**config.mk**
```make
export PLATFORM = sky130hd
export DESIGN_NAME = mips_multicycle_ctrl_flat
export DESIGN_NICKNAME = d
export VERILOG_FILES = /design/src/rtl/mips_multicycle_ctrl_pkg.sv /design/src/rtl/mips_multicycle_ctrl_if.sv /design/src/rtl/mips_multicycle_ctrl_alu_decode.sv /design/src/rtl/mips_multicycle_ctrl.sv /design/src/flat_wrapper.sv
export SDC_FILE = /design/constraint.sdc
export NUM_CORES = 1
export LEC_CHECK = 0
export CAP_MARGIN = 20
export CORE_UTILIZATION = 52
export CTS_CLUSTER_SIZE = 20
export DETAILED_ROUTE_END_ITERATION = 6
export PLACE_DENSITY = 0.86
export SLEW_MARGIN = 20
export SYNTH_ARGS = -nofsm -noshare
export SYNTH_HDL_FRONTEND = slang
export SYNTH_SLANG_ARGS = --single-unit
```
**constraint.sdc**
```tcl
create_clock -name clk -period 3.57 [get_ports clk]
set_input_delay 0.714 -clock clk [delete_from_list [all_inputs] [get_ports clk]]
set_output_delay 0.714 -clock clk [all_outputs]
set_load 0.005 [all_outputs]
```
**src/rtl/mips_multicycle_ctrl_pkg.sv**
```systemverilog
// Shared definitions for the multicycle MIPS control path.
// Contents: state codes, opcode/funct constants, ALU operation codes,
// PC-source and ALU-B select codes, and the latched opcode class.
package mips_multicycle_ctrl_pkg;

    localparam int unsigned WAIT_W = 8;

    typedef enum logic [3:0] {
        S_FETCH  = 4'd0,
        S_DECODE = 4'd1,
        S_MEMADR = 4'd2,
        S_MEMRD  = 4'd3,
        S_MEMWB  = 4'd4,
        S_MEMWR  = 4'd5,
        S_EXEC   = 4'd6,
        S_ALUWB  = 4'd7,
        S_BRANCH = 4'd8,
        S_IMMEX  = 4'd9,
        S_IMMWB  = 4'd10,
        S_JUMP   = 4'd11,
        S_HALT   = 4'd12
    } state_t;

    typedef enum logic [2:0] {
        C_LW, C_SW, C_RTYPE, C_BEQ, C_BNE, C_ADDI, C_ORI, C_J
    } op_class_t;

    localparam logic [5:0] OP_RTYPE = 6'h00;
    localparam logic [5:0] OP_J     = 6'h02;
    localparam logic [5:0] OP_BEQ   = 6'h04;
    localparam logic [5:0] OP_BNE   = 6'h05;
    localparam logic [5:0] OP_ADDI  = 6'h08;
    localparam logic [5:0] OP_ORI   = 6'h0D;
    localparam logic [5:0] OP_LW    = 6'h23;
    localparam logic [5:0] OP_SW    = 6'h2B;

    localparam logic [5:0] FN_ADD = 6'h20;
    localparam logic [5:0] FN_SUB = 6'h22;
    localparam logic [5:0] FN_AND = 6'h24;
    localparam logic [5:0] FN_OR  = 6'h25;
    localparam logic [5:0] FN_SLT = 6'h2A;

    localparam logic [2:0] ALU_ADD = 3'd0;
    localparam logic [2:0] ALU_SUB = 3'd1;
    localparam logic [2:0] ALU_AND = 3'd2;
    localparam logic [2:0] ALU_OR  = 3'd3;
    localparam logic [2:0] ALU_SLT = 3'd4;

    localparam logic [1:0] PCSRC_ALU    = 2'd0;
    localparam logic [1:0] PCSRC_ALUOUT = 2'd1;
    localparam logic [1:0] PCSRC_JUMP   = 2'd2;

    localparam logic [1:0] ALUB_B     = 2'd0;
    localparam logic [1:0] ALUB_4     = 2'd1;
    localparam logic [1:0] ALUB_IMM   = 2'd2;
    localparam logic [1:0] ALUB_IMMSH = 2'd3;

endpackage

```
**src/rtl/mips_multicycle_ctrl_if.sv**
```systemverilog
// Control/datapath bundle between the multicycle FSM and the datapath.
// master: the control FSM (consumes IR fields and status, drives controls).
// slave:  the datapath side (drives IR fields and status, consumes controls).
interface mips_multicycle_ctrl_if;

    logic [5:0] opcode;
    logic [5:0] funct;
    logic       zero;
    logic       mem_ready;
    logic       pc_we;
    logic [1:0] pc_src;
    logic       iord;
    logic       mem_rd;
    logic       mem_wr;
    logic       ir_we;
    logic       reg_dst;
    logic       mem_to_reg;
    logic       reg_we;
    logic       alu_src_a;
    logic [1:0] alu_src_b;
    logic [2:0] alu_ctrl;
    logic [3:0] state;
    logic       instr_done;
    logic       illegal;
    logic       bus_err;

    modport master (
        input  opcode, funct, zero, mem_ready,
        output pc_we, pc_src, iord, mem_rd, mem_wr, ir_we, reg_dst, mem_to_reg,
               reg_we, alu_src_a, alu_src_b, alu_ctrl, state, instr_done,
               illegal, bus_err
    );

    modport slave (
        output opcode, funct, zero, mem_ready,
        input  pc_we, pc_src, iord, mem_rd, mem_wr, ir_we, reg_dst, mem_to_reg,
               reg_we, alu_src_a, alu_src_b, alu_ctrl, state, instr_done,
               illegal, bus_err
    );

endinterface

```
**src/rtl/mips_multicycle_ctrl_alu_decode.sv**
```systemverilog
// Combinational instruction decode for the control FSM.
// Ports: opcode/funct in; funct_alu + funct_ok (R-type ALU op and legality),
// op_class + op_ok (opcode class and legality) out.
module mips_multicycle_ctrl_alu_decode
    import mips_multicycle_ctrl_pkg::*;
(
    input  logic [5:0] opcode,
    input  logic [5:0] funct,
    output logic [2:0] funct_alu,
    output logic       funct_ok,
    output op_class_t  op_class,
    output logic       op_ok
);

    // R-type funct -> ALU operation
    always_comb begin
        funct_alu = ALU_ADD;
        funct_ok  = 1'b1;
        case (funct)
            FN_ADD:  funct_alu = ALU_ADD;
            FN_SUB:  funct_alu = ALU_SUB;
            FN_AND:  funct_alu = ALU_AND;
            FN_OR:   funct_alu = ALU_OR;
            FN_SLT:  funct_alu = ALU_SLT;
            default: funct_ok  = 1'b0;
        endcase
    end

    // opcode -> instruction class
    always_comb begin
        op_class = C_LW;
        op_ok    = 1'b1;
        case (opcode)
            OP_LW:    op_class = C_LW;
            OP_SW:    op_class = C_SW;
            OP_RTYPE: op_class = C_RTYPE;
            OP_BEQ:   op_class = C_BEQ;
            OP_BNE:   op_class = C_BNE;
            OP_ADDI:  op_class = C_ADDI;
            OP_ORI:   op_class = C_ORI;
            OP_J:     op_class = C_J;
            default:  op_ok    = 1'b0;
        endcase
    end

endmodule

```
**src/rtl/mips_multicycle_ctrl.sv**
```systemverilog
// Multicycle control FSM for the shared-ALU / single-memory MIPS datapath.
// Ports: clk, rst (async, active-high); bus (master modport) carrying
// opcode/funct/zero/mem_ready in and all datapath controls plus
// state/instr_done/illegal/bus_err out. Controls are combinational from the
// state and live inputs so memory handshakes act in the same cycle.
module mips_multicycle_ctrl
    import mips_multicycle_ctrl_pkg::*;
#(
    parameter int unsigned WAIT_MAX = 15
) (
    input logic                   clk,
    input logic                   rst,
    mips_multicycle_ctrl_if.master bus
);

    state_t           state_q;
    op_class_t        cls_q;
    logic [WAIT_W-1:0] wait_cnt;
    logic             bus_err_q;

    logic [2:0] funct_alu;
    logic       funct_ok;
    op_class_t  dec_cls;
    logic       op_ok;
    logic       mem_state;
    logic       stall;
    logic       timeout;

    mips_multicycle_ctrl_alu_decode u_dec (
        .opcode    (bus.opcode),
        .funct     (bus.funct),
        .funct_alu (funct_alu),
        .funct_ok  (funct_ok),
        .op_class  (dec_cls),
        .op_ok     (op_ok)
    );

    assign mem_state = (state_q == S_FETCH) || (state_q == S_MEMRD) || (state_q == S_MEMWR);
    assign stall     = mem_state && !bus.mem_ready;
    // the WAIT_MAX-th consecutive stalled cycle is the one that gives up
    assign timeout   = stall && (wait_cnt == WAIT_W'(WAIT_MAX - 1));

    // state register, wait counter, sticky error and latched opcode class
    always_ff @(posedge clk or posedge rst) begin
        if (rst) begin
            state_q   <= S_FETCH;
            cls_q     <= C_LW;
            wait_cnt  <= '0;
            bus_err_q <= 1'b0;
        end else if (timeout) begin
            state_q   <= S_HALT;
            wait_cnt  <= '0;
            bus_err_q <= 1'b1;
        end else if (stall) begin
            wait_cnt  <= wait_cnt + WAIT_W'(1);
        end else begin
            wait_cnt <= '0;
            case (state_q)
                S_FETCH:  state_q <= S_DECODE;
                S_DECODE: begin
                    cls_q <= dec_cls;
                    if (!op_ok) begin
                        state_q <= S_FETCH;
                    end else begin
                        case (dec_cls)
                            C_LW, C_SW:     state_q <= S_MEMADR;
                            C_RTYPE:        state_q <= S_EXEC;
                            C_BEQ, C_BNE:   state_q <= S_BRANCH;
                            C_ADDI, C_ORI:  state_q <= S_IMMEX;
                            default:        state_q <= S_JUMP;
                        endcase
                    end
                end
                S_MEMADR: state_q <= (cls_q == C_SW) ? S_MEMWR : S_MEMRD;
                S_MEMRD:  state_q <= S_MEMWB;
                S_EXEC:   state_q <= funct_ok ? S_ALUWB : S_FETCH;
                S_IMMEX:  state_q <= S_IMMWB;
                S_HALT:   state_q <= S_HALT;
                default:  state_q <= S_FETCH;
            endcase
        end
    end

    assign bus.state   = state_q;
    assign bus.bus_err = bus_err_q;

    // per-state datapath controls; everything idles while rst is held
    always_comb begin
        bus.pc_we      = 1'b0;
        bus.pc_src     = PCSRC_ALU;
        bus.iord       = 1'b0;
        bus.mem_rd     = 1'b0;
        bus.mem_wr     = 1'b0;
        bus.ir_we      = 1'b0;
        bus.reg_dst    = 1'b0;
        bus.mem_to_reg = 1'b0;
        bus.reg_we     = 1'b0;
        bus.alu_src_a  = 1'b0;
        bus.alu_src_b  = ALUB_B;
        bus.alu_ctrl   = ALU_ADD;
        bus.instr_done = 1'b0;
        bus.illegal    = 1'b0;
        if (!rst) begin
            case (state_q)
                S_FETCH: begin
                    bus.mem_rd    = 1'b1;
                    bus.alu_src_b = ALUB_4;
                    bus.ir_we     = bus.mem_ready;
                    bus.pc_we     = bus.mem_ready;
                end
                S_DECODE: begin
                    bus.alu_src_b = ALUB_IMMSH;
                    bus.illegal   = !op_ok;
                end
                S_MEMADR: begin
                    bus.alu_src_a = 1'b1;
                    bus.alu_src_b = ALUB_IMM;
                end
                S_MEMRD: begin
                    bus.mem_rd = 1'b1;
                    bus.iord   = 1'b1;
                end
                S_MEMWB: begin
                    bus.reg_we     = 1'b1;
                    bus.mem_to_reg = 1'b1;
                    bus.instr_done = 1'b1;
                end
                S_MEMWR: begin
                    bus.mem_wr     = 1'b1;
                    bus.iord       = 1'b1;
                    bus.instr_done = bus.mem_ready;
                end
                S_EXEC: begin
                    bus.alu_src_a = 1'b1;
                    bus.alu_ctrl  = funct_alu;
                    bus.illegal   = !funct_ok;
                end
                S_ALUWB: begin
                    bus.reg_we     = 1'b1;
                    bus.reg_dst    = 1'b1;
                    bus.instr_done = 1'b1;
                end
                S_BRANCH: begin
                    bus.alu_src_a  = 1'b1;
                    bus.alu_ctrl   = ALU_SUB;
                    bus.pc_src     = PCSRC_ALUOUT;
                    bus.pc_we      = ((cls_q == C_BEQ) && bus.zero) ||
                                     ((cls_q == C_BNE) && !bus.zero);
                    bus.instr_done = 1'b1;
                end
                S_IMMEX: begin
                    bus.alu_src_a = 1'b1;
                    bus.alu_src_b = ALUB_IMM;
                    bus.alu_ctrl  = (cls_q == C_ORI) ? ALU_OR : ALU_ADD;
                end
                S_IMMWB: begin
                    bus.reg_we     = 1'b1;
                    bus.instr_done = 1'b1;
                end
                S_JUMP: begin
                    bus.pc_we      = 1'b1;
                    bus.pc_src     = PCSRC_JUMP;
                    bus.instr_done = 1'b1;
                end
                default: ;
            endcase
        end
    end

endmodule

```
**src/flat_wrapper.sv**
```systemverilog
// flat-port wrapper written by rule: the top's interface ports become plain ports
module mips_multicycle_ctrl_flat import mips_multicycle_ctrl_pkg::*;
#(
    parameter int unsigned WAIT_MAX = 15
)
  (clk, rst, bus_opcode, bus_funct, bus_zero, bus_mem_ready, bus_pc_we, bus_pc_src, bus_iord, bus_mem_rd, bus_mem_wr, bus_ir_we, bus_reg_dst, bus_mem_to_reg, bus_reg_we, bus_alu_src_a, bus_alu_src_b, bus_alu_ctrl, bus_state, bus_instr_done, bus_illegal, bus_bus_err);
  mips_multicycle_ctrl_if bus_i ();
  input logic clk;
  input logic rst;
  input wire logic [$bits(bus_i.opcode)-1:0] bus_opcode;
  input wire logic [$bits(bus_i.funct)-1:0] bus_funct;
  input wire logic [$bits(bus_i.zero)-1:0] bus_zero;
  input wire logic [$bits(bus_i.mem_ready)-1:0] bus_mem_ready;
  output wire logic [$bits(bus_i.pc_we)-1:0] bus_pc_we;
  output wire logic [$bits(bus_i.pc_src)-1:0] bus_pc_src;
  output wire logic [$bits(bus_i.iord)-1:0] bus_iord;
  output wire logic [$bits(bus_i.mem_rd)-1:0] bus_mem_rd;
  output wire logic [$bits(bus_i.mem_wr)-1:0] bus_mem_wr;
  output wire logic [$bits(bus_i.ir_we)-1:0] bus_ir_we;
  output wire logic [$bits(bus_i.reg_dst)-1:0] bus_reg_dst;
  output wire logic [$bits(bus_i.mem_to_reg)-1:0] bus_mem_to_reg;
  output wire logic [$bits(bus_i.reg_we)-1:0] bus_reg_we;
  output wire logic [$bits(bus_i.alu_src_a)-1:0] bus_alu_src_a;
  output wire logic [$bits(bus_i.alu_src_b)-1:0] bus_alu_src_b;
  output wire logic [$bits(bus_i.alu_ctrl)-1:0] bus_alu_ctrl;
  output wire logic [$bits(bus_i.state)-1:0] bus_state;
  output wire logic [$bits(bus_i.instr_done)-1:0] bus_instr_done;
  output wire logic [$bits(bus_i.illegal)-1:0] bus_illegal;
  output wire logic [$bits(bus_i.bus_err)-1:0] bus_bus_err;
  assign bus_i.opcode = bus_opcode;
  assign bus_i.funct = bus_funct;
  assign bus_i.zero = bus_zero;
  assign bus_i.mem_ready = bus_mem_ready;
  assign bus_pc_we = bus_i.pc_we;
  assign bus_pc_src = bus_i.pc_src;
  assign bus_iord = bus_i.iord;
  assign bus_mem_rd = bus_i.mem_rd;
  assign bus_mem_wr = bus_i.mem_wr;
  assign bus_ir_we = bus_i.ir_we;
  assign bus_reg_dst = bus_i.reg_dst;
  assign bus_mem_to_reg = bus_i.mem_to_reg;
  assign bus_reg_we = bus_i.reg_we;
  assign bus_alu_src_a = bus_i.alu_src_a;
  assign bus_alu_src_b = bus_i.alu_src_b;
  assign bus_alu_ctrl = bus_i.alu_ctrl;
  assign bus_state = bus_i.state;
  assign bus_instr_done = bus_i.instr_done;
  assign bus_illegal = bus_i.illegal;
  assign bus_bus_err = bus_i.bus_err;
  mips_multicycle_ctrl #(.WAIT_MAX(WAIT_MAX)) u_core (.clk(clk), .rst(rst), .bus(bus_i));
endmodule
```
[Word-level counts from Yosys, hierarchy flattened]
Index checks and enable logic that the tools add are counted.
Cells by class
  $add $sub $neg: 1
  equal/unequal tests: 36
  multiplexer cells: 42
  bitwise gates (word level): 2
  reduce and logical (&&, ||, !) cells: 26
Operators by type and width (count)
  6-bit == test (second input constant): 7
  4-bit one-hot mux with 7 select lines: 1
  1-bit 2-to-1 mux: 21
  3-bit one-hot mux with 7 select lines: 1
  4-bit == test (second input constant): 5
  4-bit by 3-bit == test with 1-bit output (second input constant): 4
  8-bit 2-to-1 mux: 2
  4-bit one-hot mux with 4 select lines: 1
  3-bit == test (second input constant): 5
  6-bit by 3-bit == test with 1-bit output (second input constant): 2
  6-bit by 4-bit == test with 1-bit output (second input constant): 2
  4-bit 2-to-1 mux: 3
  3-bit one-hot mux with 4 select lines: 1
  2-bit OR reduction: 6
  5-bit OR reduction: 2
  3-bit by 2-bit == test with 1-bit output (second input constant): 3
  3-bit 2-to-1 mux: 3
  3-bit one-hot mux with 3 select lines: 1
  8-bit by 1-bit adder with 8-bit output (second input constant): 1
  4-bit by 2-bit == test with 1-bit output (second input constant): 2
  8-bit by 4-bit == test with 1-bit output (second input constant): 1
  8-bit OR reduction: 1
  3-bit by 1-bit == test with 1-bit output (second input constant): 2
  6-bit by 2-bit == test with 1-bit output (second input constant): 1
  other kinds (17): 29
Word-level totals
  register bits: 16
  bits of input ports: 16

[Longest topological paths before layout]
  depth in word-level cells: 9
  mapped depth: 7
  mapped depth without buffers: 5

[By module]
From an unflattened synthesis, not the netlist that was laid out.
Second synthesis, totals
  cell total of the unflattened synthesis: 184
  area total of the unflattened synthesis: 1502.7 µm²
By module, submodules not included
  mips_multicycle_ctrl: times used 1, cells each 146, area each 1247.4 µm², seq. area each 400.4 µm²
  mips_multicycle_ctrl_alu_decode: times used 1, cells each 38, area each 255.2 µm², seq. area each 0.0 µm²

[Worst setup path before layout]
Ideal clock, no wire load.
  path type: in2out
  from: input bus_opcode[3]
  to: output bus_illegal
  data arrival time: 1816 ps
  required time: 2856 ps
  setup slack: 1040 ps
  stages: 6
  path buffers: 1
  cell sequence: clkbuf_1 maj3_1 nor3_1 a21oi_1 nor2_1 o31ai_1
Between the ends
  word-level cells in the longest chain between the ends: 6
  elaborated cells on any way between the ends: 13
  those cells by class: 7 x eq/ne; 3 x mux; 3 x reduce/logical
Ends and longest elaborated chain
  start: declaration: RTL line flat_wrapper.sv:10  | input wire logic [$bits(bus_i.opcode)-1:0] bus_opcode;
  6-bit by 2-bit == test with 1-bit output, or another cell as far along: RTL line mips_multicycle_ctrl_alu_decode.sv:33  | case (opcode)
  8-bit OR reduction (no source line) *
  1-bit 2-to-1 mux *: RTL line mips_multicycle_ctrl_alu_decode.sv:33
  1-bit logical NOT *
  1-bit one-hot mux with 2 select lines *: RTL line mips_multicycle_ctrl.sv:104  | case (state_q)
  1-bit 2-to-1 mux *: RTL line mips_multicycle_ctrl.sv:103  | if (!rst) begin
  end: declaration: RTL line flat_wrapper.sv:28  | output wire logic [$bits(bus_i.illegal)-1:0] bus_illegal;
Every way passes the cells marked *; elsewhere a longest branch is shown, timed or not.

[Worst setup path after layout]
  from: input bus_opcode[5]
  to: output bus_illegal
The elaborated chain is that of the path after synthesis.

==> qor.txt <==
Hold Crit Start - u_core.bus.bus_err
Slew HR - 0.559
Critical Path AT - 2610 ps
CP max stage delay - 540 ps
Residual DRC - 0
Antenna Violating Nets Remaining - 0
Asr flop ratio synth - 1.00
# diodes - 0
Die Y - 54.0 µm
P&R area growth vs syn - 31.6%
Share of cells above drive strength 1 - 0.0798
Synth area leader - dfrtp_1
Average instance area after synthesis - 7.91 µm²
Starting Density - 0.558
Status - finished clean
Crit path kind - input pin to primary output
Startpoint Class - input pin
Die W - 54.0 µm
Post-DP HPWL - 2710 µm
Final Slew Violations - 0
CP required - 2860 ps
Post-synth EDFFs - 0
Die area - 0.00292 mm²
Grt ovf - 0
R2r worst-path depth - 4
Number of port buffers - 38
Slowest CP cell - clkdlybuf4s50_1
Dpl cell area - 0.00181 mm²
Core area - 0.00252 mm²
Synthesis warning total - 0
RSZ-0062 raised after global routing - no
Multi-input logic area - 930 µm²
Wirelength, routed - 3440 µm
Vias in the first global route - 1226
CTS sink cnt - 16
Vias per cell - 5.87
Synth area leaders - dfrtp_1 (28%), nor2_1 (5.3%), a21oi_1 (4.6%)
CTS Buf Count - 3
Yosys top cell area share - 0.284
GPL Wtd Cong - 0.924
Clock Skew - 5.47 ps
Post-Syn Area - 0.00141 mm²
Hold Crit Class - flip-flop to flip-flop
Vias post-DR - 1426
Clock Path Buffers - 2
H-tree depth - 1
Layout filler cell count - 211
Leak - 0.713 nW
Setup Slack @ Placement - 132 ps
Storage cell area - 400 µm²
DR WL/cell - 14.2 µm
Largest net degree at the start of global routing - 25
PwrDens - 442 mW/mm²
FF-to-FF End - u_core.bus.state[0]
Most frequently used flop master after synthesis - dfrtp_1
Fmax - 0.301 GHz
Max-cap violation count - 0
Final setup violation count - 0
Final cycle utilization of the critical path - 0.930
Reg-to-reg slack, setup - 1220 ps
Latest clock arrival within the worst-skew pair - 280 ps
First-pass GRT wire length - 5460 µm
All-Layer GR Usage - 0.253
Worst setup EP type - primary output
Initial antenna violation count - 0
DRT Pass-1 Iters - 4
VDD IR max - 403 µV
Final nets - 232
Initial DRC Count - 37
Syn Inst Count - 178
Reg-to-reg startpoint - u_core.bus.state[2]
Syn_nets - 196
Tot Pwr - 819 µW
Row count - 18
Num ports - 39
Tightest Pin Transition - 661 ps
End point of the critical path - bus_illegal
Sequential element share of the synthesized area - 0.284
Setup slack after layout - 250 ps
Final Util - 0.734
Final instance area - 0.00185 mm²
FF+latch count, synth - 16
Critical Path Fanout Max - 8
Setup TNS after final layout - 0 ps
CTS Root Cell - clkbuf_4
CTS tree - yes
Netlist cell types - 49
Fin. Hold Viols - 0
Top cell by count, worst path - clkdlybuf4s50_1
CP startpoint - bus_opcode[5]
Cell breakdown of the critical path - clkdlybuf4s50_1 > nand2_1 > o22ai_1 > a21oi_2 > nor2_1 > o31ai_1 > clkdlybuf4s50_1
Setup Fix Bufs, Post-CTS - 0
Clock-pin slew on the worst setup and hold paths - 90 ps
Tmin final - 3320 ps
-- critical path, delay by kind of cell --
| family | cells | cell delay, ps |
|---|---|---|
| AOI/OAI and AO/OA | 3 | 560 |
| buffers and inverters | 2 | 1070 |
| and+or+nand+nor | 2 | 250 |
-- worst min-delay path by stage --
stage / to / slack [ps] / cells after the start
finish: u_core.bus.bus_err / 480 / 1
global route: u_core.bus.bus_err / 490 / 1
CTS: u_core.bus.bus_err / 480 / 1
detailed placement: u_core.bus.bus_err / 450 / 1
global placement: u_core.bus.bus_err / 440 / 1
floorplan: u_core.bus.bus_err / 450 / 1
-- final cells by class --
| type | count | share of cell area |
|---|---|---|
| timing repair buffer | 44 | 0.230 |
| sequential | 16 | 0.216 |
| multi-input combinational | 143 | 0.502 |
| inverter | 6 | 0.0122 |
| tap | 30 | 0.0203 |
| clock buffer | 4 | 0.0196 |
-- layout by cell type (no fill, tap or decap), drive strengths merged, types with 5 or more instances in the layout --
master / Yosys / layout
xor2: 5 / 5
nand2: 10 / 10
nand2b: 10 / 10
o21ai: 5 / 5
inv: 6 / 6
xnor2: 5 / 5
nor2b: 7 / 7
nor3: 9 / 9
clkdlybuf4s50: 0 / 38
a21oi: 13 / 13
dfrtp: 16 / 16
buf: 3 / 6
nor2: 20 / 20
nor4: 5 / 5
-- stage by stage --
step,hold WS (ps),cells
2_1_floorplan,451,178
3_3_place_gp,441,239
3_5_place_dp,450,239
4_1_cts,478,243
5_1_grt,490,243
6_report,477,243
-- routing by layer --
| metal | part of all wire | global-route usage | vias to the layer above |
|---|---|---|---|
| li1 | - | - | 716 |
| met1 | 0.48 | 0.345 | 675 |
| met2 | 0.48 | 0.420 | 35 |
| met3 | 0.042 | 0.0508 | 0 |
| met4 | 0 | 0.0299 | 0 |
| met5 | 0 | 0 | - |
-- registers in the layout, summed over array words and instances, names as in the netlist --
signal / cells
u_core.bus.bus_err: 1
u_core.wait_cnt: 8
u_core.cls_q: 3
u_core.bus.state: 4
-- Yosys cell counts (2+ instances only) --
master / count
a211oi_1: 3
o22ai_1: 2
nor2_1: 20
nand3_1: 3
and2_1: 2
buf_2: 2
a221o_1: 2
nor3b_1: 2
nand3b_1: 3
dfrtp_1: 16
ha_1: 2
nor3_1: 9
or2_2: 2
and3_1: 2
o32ai_1: 2
and4b_1: 2
a21oi_1: 13
o21ai_0: 4
nor2b_1: 7
xor2_1: 5
inv_1: 6
a31oi_1: 2
nand4_1: 2
clkbuf_1: 10
xnor2_1: 5
nand2b_1: 10
o31ai_1: 2
a21o_1: 2
nor4_1: 5
nand2_1: 10
nor4b_1: 2
o21a_1: 2
-- where the power goes --
group,internal (mW),total [mW],switching (mW)
clock,0.0621,0.117,0.0554
combinational,0.212,0.416,0.204
sequential,0.211,0.286,0.0748
total,0.485,0.819,0.334
-- cells by family after synthesis --
logic type	synth area share
simple gates	0.340
compound gates	0.215
buf+inv	0.0578
flops	0.284
xor+xnor	0.0622
fa+ha+maj	0.0249
mux	0.0151
-- what timing repair did --
action                     CTS  global route
resized for setup            0             1
setup endpoints to repair    0             1
hold buffers                 0             0
No activity file was read; power rests on OpenSTA's default activity.
